==> src/rtl/div_unit.sv <==
// Multi-cycle radix-2 restoring divider for DIV/DIVU in the execute stage.
// Produces one quotient bit per cycle and holds the {remainder, quotient} result until the instruction leaves E.
module div_unit #(
  parameter int unsigned WIDTH = 32
) (
  input  logic               clk,
  input  logic               rst,
  input  logic [WIDTH-1:0]   a,
  input  logic [WIDTH-1:0]   b,
  input  logic               start,
  input  logic               signed_div,
  input  logic               e_advance,
  input  logic               annul,
  output logic               stall_div,
  output logic               ready,
  output logic [2*WIDTH-1:0] result
);

  localparam int unsigned CW = (WIDTH > 1) ? $clog2(WIDTH) : 1;

  typedef enum logic [1:0] {
    IDLE,
    BUSY,
    DONE
  } stateT;

  stateT            state;
  logic [CW-1:0]    cnt;
  logic [WIDTH-1:0] rem;
  logic [WIDTH-1:0] quo;
  logic [WIDTH-1:0] divisor;
  logic             negQ;
  logic             negR;

  logic [WIDTH-1:0] absA;
  logic [WIDTH-1:0] absB;
  logic [WIDTH:0]   remShift;
  logic [WIDTH:0]   diff;
  logic             borrow;
  logic [WIDTH-1:0] nextRem;
  logic [WIDTH-1:0] nextQuo;
  logic             lastIter;

  // Magnitudes; negating the most negative value wraps to itself and is then read as unsigned.
  always_comb begin
    absA = (signed_div && a[WIDTH-1]) ? -a : a;
    absB = (signed_div && b[WIDTH-1]) ? -b : b;
  end

  // Partial remainder stays below the divisor, so one extra bit is enough to expose the borrow.
  always_comb begin
    remShift = {rem, quo[WIDTH-1]};
    diff     = remShift - {1'b0, divisor};
    borrow   = diff[WIDTH];
    nextRem  = borrow ? remShift[WIDTH-1:0] : diff[WIDTH-1:0];
    nextQuo  = {quo[WIDTH-2:0], ~borrow};
    lastIter = (cnt == CW'(WIDTH - 1));
  end

  always_comb begin
    stall_div = ~rst & ~annul & (((state == IDLE) & start) | (state == BUSY));
  end

  always_ff @(posedge clk or posedge rst) begin
    if (rst) begin
      state   <= IDLE;
      cnt     <= '0;
      rem     <= '0;
      quo     <= '0;
      divisor <= '0;
      negQ    <= 1'b0;
      negR    <= 1'b0;
      ready   <= 1'b0;
      result  <= '0;
    end else if (annul) begin
      // Flush wins over every state; result keeps the last completed value.
      state <= IDLE;
      ready <= 1'b0;
    end else begin
      case (state)
        IDLE: begin
          if (start) begin
            divisor <= absB;
            quo     <= absA;
            rem     <= '0;
            cnt     <= '0;
            negQ    <= signed_div & (a[WIDTH-1] ^ b[WIDTH-1]);
            negR    <= signed_div & a[WIDTH-1];
            if (b == '0) begin
              result <= {a, {WIDTH{1'b1}}};
              ready  <= 1'b1;
              state  <= DONE;
            end else begin
              state <= BUSY;
            end
          end
        end
        BUSY: begin
          rem <= nextRem;
          quo <= nextQuo;
          cnt <= cnt + CW'(1);
          if (lastIter) begin
            result <= {negR ? -nextRem : nextRem, negQ ? -nextQuo : nextQuo};
            ready  <= 1'b1;
            state  <= DONE;
          end
        end
        DONE: begin
          if (e_advance) begin
            ready <= 1'b0;
            state <= IDLE;
          end
        end
        default: begin
          ready <= 1'b0;
          state <= IDLE;
        end
      endcase
    end
  end

endmodule

==> config.mk <==
export PLATFORM = sky130hd
export DESIGN_NAME = div_unit
export DESIGN_NICKNAME = d
export VERILOG_FILES = /design/src/rtl/div_unit.sv
export SDC_FILE = /design/constraint.sdc
export NUM_CORES = 1
export LEC_CHECK = 0
export CORE_UTILIZATION = 55
export DETAILED_ROUTE_END_ITERATION = 6
export PLACE_DENSITY = 0.78
export SLEW_MARGIN = 5
export SYNTH_ARGS = -nofsm -noshare
export SYNTH_HDL_FRONTEND = slang
export SYNTH_SLANG_ARGS = --single-unit
==> constraint.sdc <==
create_clock -name clk -period 7 [get_ports clk]
set_input_delay 1.4 -clock clk [delete_from_list [all_inputs] [get_ports clk]]
set_output_delay 1.4 -clock clk [all_outputs]
set_load 0.005 [all_outputs]
==> metrics.md <==
| Metric | Value |
|---|---|
| Port bufs | 135 |
| Outcome | finished clean |
| Post-synth EDFFs | 0 |
| CP arrival | 6.14 ns |
| Cell area after synthesis | 12300 sq um |
| Initial antenna violation count | 0 |
| Synth area leaders | dfrtp_1 35%, o21ai_0 6.4%, nand2_1 6.3% |
| Hold Startpoint | negQ |
| Worst hold path type | register to register |
| Slowest CP cell | or4_1 |
| Total Wirelength | 37.7 mm |
| Setup WS post-layout | 1.18 ns |
| DIE WIDTH | 151 um |
| Post-Route Setup TNS | 0 ns |
| # hold bufs at CTS | 0 |
| GPL Wtd Cong | 0.917 |
| Final Hold Fails | 0 |
| Commonest non-fill, non-tap cell in the layout | nand2_1 |
| Post-route ant nets | 0 |
| Post-synth top flop | dfrtp_1 |
| Clk Latency, worst-skew pair | 0.44 ns |
| Cell taking the most area after synthesis | dfrtp_1 |
| Vias | 12100 |
| Row count | 54 |
| Die height | 151 um |
| Total GRT Usage | 33.9% |
| Final setup vio count | 0 |
| CTS Buffer Depth | 2 |
| Crit path cell chain | inv_1 > ha_1 > inv_1 > fa_1 > a211oi_1 > o211ai_1 > nand2_1 > a21boi_1 > a221o_1 > nor2_8 > inv_2 > a21oi_1 > ha_1 > nand2_1 > a21oi_1 > or4bb_1 > nor4_1 > a21oi_1 > or4_1 > o21ai_0 > xor2_1 > o22ai_1 |
| Minimum clock period after layout | 5.82 ns |
| FF-to-FF End | result[62] |
| Synth unique cells | 83 |
| H-tree levels | 4 |
| Global route overflow | 0 |
| Initial core utilization | 56.1% |
| Hpwl dp | 28.3 mm |
| Mapped Avg Cell Area | 7.96 sq um |
| Worst clock skew | 0.0166 ns |
| Hold path cells | 2 |
| Hold endpoint | negQ |
| Placed inst area | 13800 sq um |
| Slew headroom | 26.9% |
| Worst-path clk slew | 0.07 ns |
| Seq/Total Area, Yosys | 34.6% |
| Unrepaired setup endpoints after global routing | no |
| Slew @ Worst Pin | 1.10 ns |
| Worst r2r src | quo[31] |
| Post-DR wirelength/cell | 19.6 um |
| Crit path launch type | register |
| Power per cell area | 283 nW/um^2 |
| P&R area growth vs syn | 17.4% |
| Die ar. | 22900 sq um |
| Critical Path RT | 7.31 ns |
| Ys Warns | 0 |
| Final worst-path cycle share | 83.2% |
| CP most frequent cell | a21oi_1 |
| Max Freq | 172 MHz |
| Root buf cell | clkbuf_16 |
| N_diodes | 0 |
| CP peak stage delay | 0.61 ns |
| WS Path Type | register to register |
| Drt pass-1 iters | 5 |
| Worst slack, placed | 1.28 ns |
| Cts repair resizes | 0 |
| Setup Buffers After CTS | 0 |
| Leak Pwr | 5.98 nW |
| Power, Total | 4.08 mW |
| Worst Path Buf+Inv | 3 |
| Largest net degree at the start of global routing | 98 |
| Kind of cell adding the most delay to the critical path | compound AO/OA/AOI/OAI gates |
| IO Pins | 136 |
| Initial drt markers | 1215 |
| Fin util | 65.8% |
| Number of max-cap violations | 0 |
| Worst r2r path cells | 22 |
| Async SR Flop Fraction | 100% |
| Post-route design area | 14400 sq um |
| CTS tree | yes |
| Clock tree sinks | 170 |
| DRC viols | 0 |
| Synth Instances | 1543 |
| Synth Register Bits | 170 |
| Post-synth net total | 1652 |
| Vias/cell | 6.33 |
| Crit end category | register |
| Slew Viols, Final | 0 |
| Nets | 1736 |
| Vias in the first global route | 11100 |
| Worst R2R Setup Slack | 1.18 ns |
| CP max FO | 10 |
| Synth top area share | 34.6% |
| Global-route wire length before repair | 60.2 mm |
| Share of cells above drive strength 1 | 5.01% |
| Num CTS Buffers | 17 |
| Core Region | 21900 sq um |
| Peak VDD IR | 193 uV |
| Most frequent cells in the layout | 206 x nand2_1, 170 x dfrtp_1, 156 x o21ai_0 |
-- metrics by stage --
stage,cells,hold slack [ns]
finish,1918,0.470
detailed placement,1888,0.459
CTS,1918,0.473
global route,1918,0.500
global placement,1888,0.453
floorplan,1543,0.445
-- cell usage after synthesis, types with 5 or more instances --
| cell | instances |
|---|---|
| a31oi_1 | 39 |
| nand4_1 | 14 |
| inv_1 | 53 |
| nand2b_1 | 5 |
| xnor2_1 | 39 |
| ha_1 | 38 |
| dfrtp_1 | 170 |
| mux2_2 | 6 |
| o21ai_1 | 8 |
| or3_1 | 17 |
| or4_1 | 13 |
| buf_2 | 11 |
| a211oi_1 | 15 |
| nor3_1 | 40 |
| a22oi_1 | 10 |
| nand3_1 | 23 |
| nor2b_1 | 6 |
| buf_1 | 8 |
| a22o_1 | 5 |
| nand2_1 | 206 |
| nor4_1 | 21 |
| o22ai_1 | 6 |
| and3_1 | 10 |
| clkbuf_1 | 67 |
| and2_1 | 14 |
| o21ai_0 | 156 |
| nand3b_1 | 8 |
| nor2_1 | 147 |
| o41ai_1 | 12 |
| a221o_1 | 7 |
| mux2i_1 | 20 |
| o211ai_1 | 10 |
| o31ai_1 | 26 |
| o21a_1 | 10 |
| a21o_1 | 15 |
| xor2_1 | 80 |
| a21oi_1 | 137 |
-- worst reg2reg max path, cell delays in order (launching register included) --
cell,delay (ns)
dfrtp_1,0.39
inv_1,0.08
ha_1,0.17
inv_1,0.06
fa_1,0.42
a211oi_1,0.35
o211ai_1,0.18
nand2_1,0.16
a21boi_1,0.19
a221o_1,0.60
nor2_8,0.25
inv_2,0.07
a21oi_1,0.28
ha_1,0.26
nand2_1,0.06
a21oi_1,0.18
or4bb_1,0.53
nor4_1,0.25
a21oi_1,0.14
or4_1,0.61
o21ai_0,0.22
xor2_1,0.17
o22ai_1,0.09
-- routing by layer --
metal / vias up / wire length [um] / global-route usage, %
li1: 5743 / - / -
met1: 5791 / 16800 / 49.1
met2: 547 / 17100 / 52.7
met3: 67 / 3080 / 4.85
met4: 0 / 778 / 9.15
met5: - / 0 / 0
-- worst max path at each step --
stage	from	to	slack [ns]	cells past startpoint
detailed placement	b[2]	result[63]	1.28	11
finish	quo[31]	result[62]	1.18	22
CTS	quo[31]	result[62]	1.25	22
global placement	b[2]	result[63]	1.38	11
floorplan	rst	cnt[0]	1.0	1
global route	quo[31]	result[62]	0.78	22
-- flip-flops by register name (all words and copies together) (netlist names) --
signal,count
ready,1
state,2
quo,32
result,64
negR,1
divisor,32
rem,32
negQ,1
cnt,5
-- where the power goes --
group	switching [mW]	leakage, nW	internal, mW
Clock	0.439	0.289	0.570
Combinational	0.881	3.60	0.731
Sequential	0.228	2.09	1.24
-- layout make-up --
cell class | instances | area [sq um]
timing repair buffer | 153 | 1500
clock inverter | 13 | 186
clock buffer | 17 | 425
multi-input combinational | 1231 | 7490
fill | 1893 | 7480
inverter | 54 | 208
tap | 280 | 350
sequential | 170 | 4250
-- cells by family (layout without fill, tap and decap cells) --
logic type | after synthesis | count (layout) | synth area share, %
simple gates | 544 | 544 | 20.7
compound gates | 503 | 503 | 25.4
flops | 170 | 170 | 34.6
buf+inv | 142 | 237 | 4.57
xor+xnor | 119 | 119 | 8.49
fa+ha+maj | 39 | 39 | 4.03
mux | 26 | 26 | 2.18
(Power assumes the default switching activity.)
